===== src/rtl/product_bcd_converter_if.sv =====
`default_nettype none
// ============================================================================
// Module     : product_bcd_converter_if
// Description: Handshake/data bundle between a requester (multiplier product
//              path) and the product_bcd_converter.
//                master : drives start, binIn (and hexMode when enabled),
//                         observes ready/busy/done/bcdOut/overflow
//                slave  : the converter itself
//              Optional macro BCD_CONV_HEX_MODE_EN adds the hexMode request bit.
// Revision   : 1.0  initial release
// ============================================================================
interface product_bcd_converter_if #(
  parameter int BIN_WIDTH = 10,
  parameter int DIGITS    = 4
);

  // request side
  logic                   start;
  logic [BIN_WIDTH-1:0]   binIn;
`ifdef BCD_CONV_HEX_MODE_EN
  logic                   hexMode;
`endif

  // response side
  logic                   ready;
  logic                   busy;
  logic                   done;
  logic [4*DIGITS-1:0]    bcdOut;
  logic                   overflow;

`ifdef BCD_CONV_HEX_MODE_EN
  modport master (
    output start, binIn, hexMode,
    input  ready, busy, done, bcdOut, overflow
  );

  modport slave (
    input  start, binIn, hexMode,
    output ready, busy, done, bcdOut, overflow
  );
`else
  modport master (
    output start, binIn,
    input  ready, busy, done, bcdOut, overflow
  );

  modport slave (
    input  start, binIn,
    output ready, busy, done, bcdOut, overflow
  );
`endif

endinterface

`default_nettype wire


===== src/rtl/product_bcd_converter.sv =====
`default_nettype none
// ============================================================================
// Module     : product_bcd_converter
// Description: Sequential double-dabble binary-to-BCD converter for the
//              multiplier product feeding the seven-segment display.
//              A start strobe (accepted while ready=1) captures binIn; the value
//              is shifted through a BCD scratch register over BIN_WIDTH cycles,
//              then bcdOut/overflow are updated together with a one-cycle done.
//              If DIGITS is too small, bcdOut holds the value modulo 10^DIGITS
//              and overflow is set.
// Ports      : clock   - system clock, rising edge
//              reset   - asynchronous, active-high, clears all state
//              bus     - product_bcd_converter_if.slave
//                        start/binIn[/hexMode] in, ready/busy/done/bcdOut/
//                        overflow out (all outputs registered)
// Options    : BCD_CONV_HEX_MODE_EN - adds bus.hexMode; when set with start
//              the value is passed through as hex nibbles (IDLE->DONE directly),
//              overflow flags any truncated binIn bit.
// Revision   : 1.0  initial release
// ============================================================================
module product_bcd_converter #(
  parameter int BIN_WIDTH = 10,
  parameter int DIGITS    = 4
) (
  input  wire logic               clock,
  input  wire logic               reset,
  product_bcd_converter_if.slave  bus
);

  localparam int BCD_W = 4 * DIGITS;
  localparam int CNT_W = (BIN_WIDTH > 1) ? $clog2(BIN_WIDTH) : 1;
  localparam logic [CNT_W-1:0] LAST_COUNT = CNT_W'(BIN_WIDTH - 1);

  typedef enum logic [1:0] {
    IDLE  = 2'd0,
    SHIFT = 2'd1,
    DONE  = 2'd2
  } state_t;

  // --------------------------------------------------------------------------
  // State
  // --------------------------------------------------------------------------
  state_t                 state_q,   state_d;
  logic [BIN_WIDTH-1:0]   shift_q,   shift_d;     // remaining binary bits, MSB first
  logic [BCD_W-1:0]       scratch_q, scratch_d;   // BCD accumulator
  logic [CNT_W-1:0]       count_q,   count_d;     // shift iteration
  logic                   flag_q,    flag_d;      // sticky overflow during conversion
  logic [BCD_W-1:0]       bcd_q,     bcd_d;
  logic                   overflow_q, overflow_d;
  logic                   done_q,    done_d;
  logic                   ready_q,   ready_d;
  logic                   busy_q,    busy_d;

  // --------------------------------------------------------------------------
  // Double-dabble correction: any digit >= 5 gets +3 before the shift, so the
  // following doubling carries correctly into the next digit. Results stay
  // within 4 bits (5..9 -> 8..12).
  // --------------------------------------------------------------------------
  logic [BCD_W-1:0] adjusted;

  for (genvar i = 0; i < DIGITS; i++) begin : g_digit_adjust
    assign adjusted[4*i +: 4] = (scratch_q[4*i +: 4] >= 4'd5)
                              ? scratch_q[4*i +: 4] + 4'd3
                              : scratch_q[4*i +: 4];
  end

`ifdef BCD_CONV_HEX_MODE_EN
  // --------------------------------------------------------------------------
  // Hex pass-through: binIn zero-extended or truncated to the BCD field width;
  // any discarded bit set is reported as overflow.
  // --------------------------------------------------------------------------
  logic [BCD_W-1:0] hex_value;
  logic             hex_trunc;

  if (BIN_WIDTH > BCD_W) begin : g_hex_trunc
    assign hex_value = bus.binIn[BCD_W-1:0];
    assign hex_trunc = |bus.binIn[BIN_WIDTH-1:BCD_W];
  end else if (BIN_WIDTH == BCD_W) begin : g_hex_exact
    assign hex_value = bus.binIn;
    assign hex_trunc = 1'b0;
  end else begin : g_hex_extend
    assign hex_value = {{(BCD_W - BIN_WIDTH){1'b0}}, bus.binIn};
    assign hex_trunc = 1'b0;
  end
`endif

  // --------------------------------------------------------------------------
  // Next-state / datapath
  // --------------------------------------------------------------------------
  always_comb begin
    state_d    = state_q;
    shift_d    = shift_q;
    scratch_d  = scratch_q;
    count_d    = count_q;
    flag_d     = flag_q;
    bcd_d      = bcd_q;
    overflow_d = overflow_q;
    done_d     = 1'b0;

    case (state_q)
      IDLE: begin
        if (bus.start) begin
          shift_d   = bus.binIn;
          scratch_d = '0;
          count_d   = '0;
          flag_d    = 1'b0;
          state_d   = SHIFT;
`ifdef BCD_CONV_HEX_MODE_EN
          if (bus.hexMode) begin
            scratch_d = hex_value;
            flag_d    = hex_trunc;
            state_d   = DONE;
          end
`endif
        end
      end

      SHIFT: begin
        // Next binary MSB enters digit 0; the top digit's MSB leaves the
        // field and represents a lost multiple of 10^DIGITS.
        {scratch_d, shift_d} = {adjusted[BCD_W-2:0], shift_q, 1'b0};
        flag_d  = flag_q | adjusted[BCD_W-1];
        count_d = count_q + CNT_W'(1);
        if (count_q == LAST_COUNT) begin
          state_d = DONE;
        end
      end

      DONE: begin
        bcd_d      = scratch_q;
        overflow_d = flag_q;
        done_d     = 1'b1;
        state_d    = IDLE;
      end

      default: begin
        state_d = IDLE;
      end
    endcase

    // Status flags registered from the next state so they track state_q
    // exactly while still coming straight from flops.
    ready_d = (state_d == IDLE);
    busy_d  = ~ready_d;
  end

  // --------------------------------------------------------------------------
  // Registers
  // --------------------------------------------------------------------------
  always_ff @(posedge clock or posedge reset) begin
    if (reset) begin
      state_q    <= IDLE;
      shift_q    <= '0;
      scratch_q  <= '0;
      count_q    <= '0;
      flag_q     <= 1'b0;
      bcd_q      <= '0;
      overflow_q <= 1'b0;
      done_q     <= 1'b0;
      ready_q    <= 1'b1;
      busy_q     <= 1'b0;
    end else begin
      state_q    <= state_d;
      shift_q    <= shift_d;
      scratch_q  <= scratch_d;
      count_q    <= count_d;
      flag_q     <= flag_d;
      bcd_q      <= bcd_d;
      overflow_q <= overflow_d;
      done_q     <= done_d;
      ready_q    <= ready_d;
      busy_q     <= busy_d;
    end
  end

  // --------------------------------------------------------------------------
  // Outputs
  // --------------------------------------------------------------------------
  assign bus.ready    = ready_q;
  assign bus.busy     = busy_q;
  assign bus.done     = done_q;
  assign bus.bcdOut   = bcd_q;
  assign bus.overflow = overflow_q;

endmodule

`default_nettype wire


===== src/flat_wrapper.sv =====
// flat-port wrapper written by rule: the top's interface ports become plain ports
module product_bcd_converter_flat 
#(
  parameter int BIN_WIDTH = 10,
  parameter int DIGITS    = 4
)
  (clock, reset, bus_start, bus_binIn, bus_ready, bus_busy, bus_done, bus_bcdOut, bus_overflow);
  product_bcd_converter_if #(.BIN_WIDTH(BIN_WIDTH), .DIGITS(DIGITS)) bus_i ();
  input  wire logic clock;
  input  wire logic reset;
  input wire logic [$bits(bus_i.start)-1:0] bus_start;
  input wire logic [$bits(bus_i.binIn)-1:0] bus_binIn;
  output wire logic [$bits(bus_i.ready)-1:0] bus_ready;
  output wire logic [$bits(bus_i.busy)-1:0] bus_busy;
  output wire logic [$bits(bus_i.done)-1:0] bus_done;
  output wire logic [$bits(bus_i.bcdOut)-1:0] bus_bcdOut;
  output wire logic [$bits(bus_i.overflow)-1:0] bus_overflow;
  assign bus_i.start = bus_start;
  assign bus_i.binIn = bus_binIn;
  assign bus_ready = bus_i.ready;
  assign bus_busy = bus_i.busy;
  assign bus_done = bus_i.done;
  assign bus_bcdOut = bus_i.bcdOut;
  assign bus_overflow = bus_i.overflow;
  product_bcd_converter #(.BIN_WIDTH(BIN_WIDTH), .DIGITS(DIGITS)) u_core (.clock(clock), .reset(reset), .bus(bus_i));
endmodule

===== config.mk =====
export PLATFORM = sky130hd
export DESIGN_NAME = product_bcd_converter_flat
export DESIGN_NICKNAME = d
export VERILOG_FILES = /design/src/rtl/product_bcd_converter_if.sv /design/src/rtl/product_bcd_converter.sv /design/src/flat_wrapper.sv
export SDC_FILE = /design/constraint.sdc
export NUM_CORES = 1
export LEC_CHECK = 0
export CAP_MARGIN = 20
export CORE_MARGIN = 3
export CORE_UTILIZATION = 35
export CTS_BUF_LIST = sky130_fd_sc_hd__clkbuf_2 sky130_fd_sc_hd__clkbuf_4 sky130_fd_sc_hd__clkbuf_8
export CTS_CLUSTER_DIAMETER = 120
export DETAILED_ROUTE_END_ITERATION = 7
export GPL_TIMING_DRIVEN = 0
export PLACE_DENSITY = 0.59
export SYNTH_ARGS = -nofsm -noshare
export SYNTH_HDL_FRONTEND = slang
export SYNTH_SLANG_ARGS = --single-unit

===== constraint.sdc =====
create_clock -name clock -period 2.2 [get_ports clock]
set_input_delay 0.44 -clock clock [delete_from_list [all_inputs] [get_ports clock]]
set_output_delay 0.44 -clock clock [all_outputs]
set_load 0.03 [all_outputs]

== After elaboration in Yosys (flattened, before gate mapping) ==
Cells that the tools add are included.

* Magnitude comparators: 4
* Reductions and logical operators: 4
* Equal/unequal tests: 4
* Add/subtract/negate cells: 5
* Bitwise gates (word level): 2
* Muxes and demuxes: 16

{| class="wikitable"
|+ Operators with widths
! operator !! number
|-
| 16-bit one-hot mux with 2 select lines || 1
|-
| 4-bit two-way mux || 5
|-
| 10-bit one-hot mux with 2 select lines || 1
|-
| 4-bit by 2-bit adder with 4-bit output (second input constant) || 4
|-
| 4-bit by 3-bit greater-or-equal comparator with 1-bit output (second input constant) || 4
|-
| 16-bit two-way mux || 1
|-
| 10-bit two-way mux || 1
|-
| 4-bit one-hot mux with 2 select lines || 1
|-
| 4-bit by 1-bit adder with 4-bit output (second input constant) || 1
|-
| 4-bit == test (second input constant) || 1
|-
| 2-bit logical NOT || 2
|-
| 2-bit two-way mux || 2
|-
| 2-bit one-hot mux with 2 select lines || 1
|-
| 2-bit by 1-bit == test with 1-bit output (second input constant) || 1
|-
| 2-bit == test (second input constant) || 1
|-
| 1-bit two-way mux || 2
|-
| 2-bit inequality test (second input constant) || 1
|-
| 1-bit one-hot mux with 2 select lines || 1
|-
| 2-bit AND reduction || 1
|-
| 2-bit nonzero test || 1
|-
| 1-bit inverter || 1
|-
| 1-bit bitwise OR || 1
|}

* Flip-flop bits (word level): 53
* Word-level logic and storage cells: 45
* Output and inout bits: 20
* Bits of input ports: 13

== Logic depth before layout (Yosys ltp) ==
Gate-level depths: netlist (run 1).

* Word-level depth: 5
* Depth in mapped cells: 6
* Gate-level depth less buffers: 6

== Least setup slack after synthesis (run 1) ==
OpenSTA, ideal clock, no wires.

* Kind: register -> register
* From: register u_core.scratch_q[12]
* To: register u_core.scratch_q[14]
* Buffers on the path: 0
* Data arrival time: 1435 ps
* Clock period less this slack: 1517 ps
* Slack: 683 ps
* Library setup time: 83 ps
* Cell stages (with the launch flop): 7
* Required time: 2117 ps
* Cells stage by stage: dfrtp_1 > inv_1 > ha_1 > nand2b_1 > a21oi_1 > mux2_2 > o21ai_0

* Longest elaborated chain between the ends: 3
* Elaborated cells between the ends (all ways): 4
* Those cells by class: 1 x add/sub; 1 x order compare; 2 x mux

{| class="wikitable"
|+ RTL lines
! what !! line !! RTL
|-
| start, declared || product_bcd_converter.sv:45 || <nowiki>logic [BCD_W-1:0] scratch_q, scratch_d;</nowiki>
|-
| start signal, assigned || product_bcd_converter.sv:165 || <nowiki>scratch_q <= scratch_d;</nowiki>
|-
| 4-bit by 2-bit adder with 4-bit output / 4-bit by 3-bit greater-or-equal comparator with 1-bit output (equally long branches) || product_bcd_converter.sv:63, product_bcd_converter.sv:62 ||
|-
| 4-bit two-way mux (*) || product_bcd_converter.sv:63 || <nowiki>? scratch_q[4*i +: 4] + 4'd3</nowiki>
|-
| 16-bit one-hot mux with 2 select lines (*) || product_bcd_converter.sv:100 || <nowiki>case (state_q)</nowiki>
|}

Mark *: on every way between the ends. The rest lies on a longest branch, timed or not.
A chain may end at the register's enable or synchronous reset.

== Final worst setup path (run 1) ==
* From: register u_core.ready_q, in the netlist u_core.bus.ready
* To: output port bus_ready

{| class="wikitable"
|+ RTL lines
! what !! line !! RTL
|-
| start, declared || product_bcd_converter.sv:51 || <nowiki>logic ready_q, ready_d;</nowiki>
|-
| start signal, assigned || product_bcd_converter.sv:171 || <nowiki>ready_q <= ready_d;</nowiki>
|-
| end, declared || flat_wrapper.sv:13 || <nowiki>output wire logic [$bits(bus_i.ready)-1:0] bus_ready;</nowiki>
|}

No word-level cell between the ends.

==> metrics, run 1 <==
Routed Antenna Nets=0; Tot Pwr=4360 uW; layout cells sized above 1=14.4%; first-pass GRT wire length=~8500 um; Setup Crit Path Kind=register to output port; hold_buf cts=0; Tightest Hold Check Type=input port to async pin; Netlist cell types=34; Finished Layout Cells=340; ANT cells=0; Least-Margin Pin Slew=just over 0.5 ns; commonest non-fill, non-tap cell in the layout=dfrtp_1; CP Cell Sequence=clkdlybuf4s50_1; M1 GR Usage=about a fifth; HPWL after DPL=about 3400 um; Port-buffer cells=32; # clock sinks=53; Fmax=520 MHz; Clock Path Buffers=2; final wirelength=a little under 5000 um; Row Count=29; Worst R2R Start=u_core.scratch_q[4]; vias in the first global route=roughly 1700; Worst Reg2Reg Path Length in Cells=6; startpoint type of the worst setup path=register; fill count=610; fin util=around 46%; syn nets=roughly 250; final-report hold violation count=0; Synth Cell Area=2420 um2; Worst VDD drop=about 0.00058 V; Power Density=approximately 1500 nW/um2; clock latency on the worst-skew pair=roughly 0.30 ns; Max transition margin=between 60% and 70%; total CTS buffers=5; WP buf/inv=1; Setup crit start=u_core.bus.ready; GRT Total Usage=approximately 14%; GP Congestion=0.774; dpl ws=0.357 ns; DIE AREA=approximately 8000 um2; CP max stage cell=clkdlybuf4s50_1; most frequent cells in the layout=dfrtp_1 (52), o21ai_0 (36), clkdlybuf4s50_1 (32); area grow syn2layout=23.6%; Worst path max stage delay=0.66 ns; Worst Setup End Kind=output port; Worst path top cell family by delay=buffers and inverters; LEAKAGE=~0.0013 uW; clock root buffer=clkbuf_8; Initial Util=a little under two fifths; initial antenna violation count=0; Post-CTS Resized=0; drt wl/cell=approximately 14 um; Synth Register Bits=53; First DRT Iteration DRCs=just under 60; IO Pins=33; Post-Synthesis Cells=between 200 and 250; postcts setup bufs=0; maxcap violations=0; Synth warnings=0; Clock Pin Slew Worst Setup and Hold Paths=about 0.1 ns; met3 Usage GRT=2.86%; worst clock skew=between 0.007 and 0.008 ns; CTS tree=yes; setup_tns=0 ns; die outline width=89.2 um; GRT met2 Usage=21.6%; final setup margin=0.276 ns; Placed Cells incl. Taps=between 300 and 400; Pre-antenna DRT Iters=4; Final Max Slew Viols=0; # nets final=around 290; largest net degree at the start of global routing=32; Remaining DRCs=0; synthesized area per cell=approximately 11 um2; routed vias=1679; Avg Vias per Cell=4.94; Die H=~90 um; period utilisation layout=a little under 90%; Worst R2R Setup Slack=approximately 0.48 ns; RSZ-0062 raised after global routing=no; core area=6530 um2; GR Overflow Total=0; r2r endpoint=u_core.scratch_q[6]; critical path fanouts, max=1; WP data arrival=1.48 ns; sequential area share after synthesis=between 50 and 60%; setup violators final=0; H-tree levels=2; Most Crowded Layer GR=met2; status=finished clean; Req. time, crit path=approximately 1.8 ns; crit path time final=between 1.5 and 2 ns
synth_stat cells:
master	number	area, um2
a21o_1	1	7.51
a21oi_1	6	30.0
a22o_1	1	8.76
a22oi_1	9	67.6
a32o_1	1	10.0
and2_1	1	6.26
buf_2	5	25.0
buf_4	2	15.0
buf_6	4	45.0
clkbuf_1	1	3.75
dfrtp_1	52	1300
dfstp_2	1	26.3
ha_1	10	125
inv_1	14	52.6
mux2_2	10	113
mux2_4	3	45.0
nand2_1	26	97.6
nand2b_1	5	31.3
nand2b_2	1	8.76
nand2b_4	1	13.8
nand3_1	1	5.00
nand4_1	1	6.26
nor2_1	3	11.3
nor2b_1	1	6.26
nor3_1	5	25.0
nor3b_1	2	15.0
o21ai_0	36	180
o22ai_1	9	56.3
o31ai_1	1	7.51
o32ai_1	1	8.76
or2_1	1	6.26
or3b_2	1	8.76
xnor2_1	4	35.0
xor2_1	2	17.5
layout make-up:
type | count | area, um2 | area share, %
Tap cell | 77 | 96.3 | 3.22
Clock buffer | 5 | 68.8 | 2.30
Clock inverter | 3 | 65.1 | 2.17
Sequential cell | 53 | 1330 | 44.4
Multi-Input combinational cell | 143 | 953 | 31.9
Timing Repair Buffer | 33 | 340 | 11.4
Inverter | 14 | 52.6 | 1.76
Buffer | 12 | 88.8 | 2.97
flip-flops by register name, summed over array words and instances, names as in the netlist:
signal,cells
u_core.scratch_q,16
u_core.count_q,4
u_core.shift_q,10
u_core.bus.done,1
u_core.bus.bcdOut,16
u_core.flag_q,1
u_core.bus.busy,1
u_core.bus.ready,1
u_core.state_q,2
u_core.bus.overflow,1
logic make-up (layout without fill, tap and decap cells):
kind of cell	after synthesis	after routing	share of synthesized area [%]
buffers and inverters	26	67	5.84
AND/OR/NAND/NOR	49	49	9.97
XOR/XNOR	6	6	2.17
AO/OA/AOI/OAI	65	65	15.5
adder cells (fa/ha/maj)	10	10	5.17
multiplexers	13	13	6.51
flip-flops	53	53	54.8
power by group:
group / switching [uW] / leakage [uW] / internal, uW / total [uW]
Clock: 322 / 0.0000681 / 452 / 774
Sequential: 269 / 0.000684 / 1370 / 1640
Combinational: 1060 / 0.000591 / 888 / 1940
Total: 1650 / 0.00134 / 2710 / 4360
worst max-delay path by stage:
stage	slack [ns]	endpoint	cells after the start
2_1_floorplan	0.48	u_core.bus.bcdOut[0]	1
6_report	0.28	bus_ready	1
4_1_cts	0.26	bus_ready	1
3_5_place_dp	0.36	u_core.scratch_q[8]	6
5_1_grt	0.24	bus_ready	1
3_3_place_gp	-0.61	u_core.bus.bcdOut[15]	2
routing by layer:
metal | vias to the layer above | part of all wire (%) | wire length (um)
met5 | - | 0 | 0
met4 | 0 | 0.87 | 42
met3 | 5 | 3.3 | 159
met2 | 35 | 44 | 2110
met1 | 789 | 52 | 2510
li1 | 850 | - | -
stage by stage:
step	hold WS, ns	cell area [um2]
final	0.480	2990
after global routing	0.514	2990
after CTS	0.493	2990
after detailed placement	0.470	2860
after global placement	0.464	2840
after floorplan	0.450	2420
Note: power is estimated with default switching activity, not from simulation.
==> run 2: changes to the inputs <==
--- a/config.mk
+++ b/config.mk
@@ -13,6 +13,7 @@
 export DETAILED_ROUTE_END_ITERATION = 7
 export GPL_TIMING_DRIVEN = 0
 export PLACE_DENSITY = 0.59
+export SKIP_LAST_GASP = 1
 export SYNTH_ARGS = -nofsm -noshare
 export SYNTH_HDL_FRONTEND = slang
 export SYNTH_SLANG_ARGS = --single-unit
==> constraint.sdc (replaced) <==
create_clock -name clock -period 2.1 [get_ports clock]
set_input_delay 0.42 -clock clock [delete_from_list [all_inputs] [get_ports clock]]
set_output_delay 0.42 -clock clock [all_outputs]
set_load 0.03 [all_outputs]
==> results of run 2 <==
Same layout as run 1 (identical final DEF). Status: finished clean.
Among the figures that moved: setup slack after placement 0.357 ns -> 0.277 ns; setup slack after layout 0.276 ns -> 0.196 ns; hold slack 0.480 ns -> 0.460 ns; register-to-register setup slack 0.48 ns -> 0.38 ns; total power 4360 uW -> 4560 uW; worst IR drop on VDD 0.000577 V -> 0.000604 V
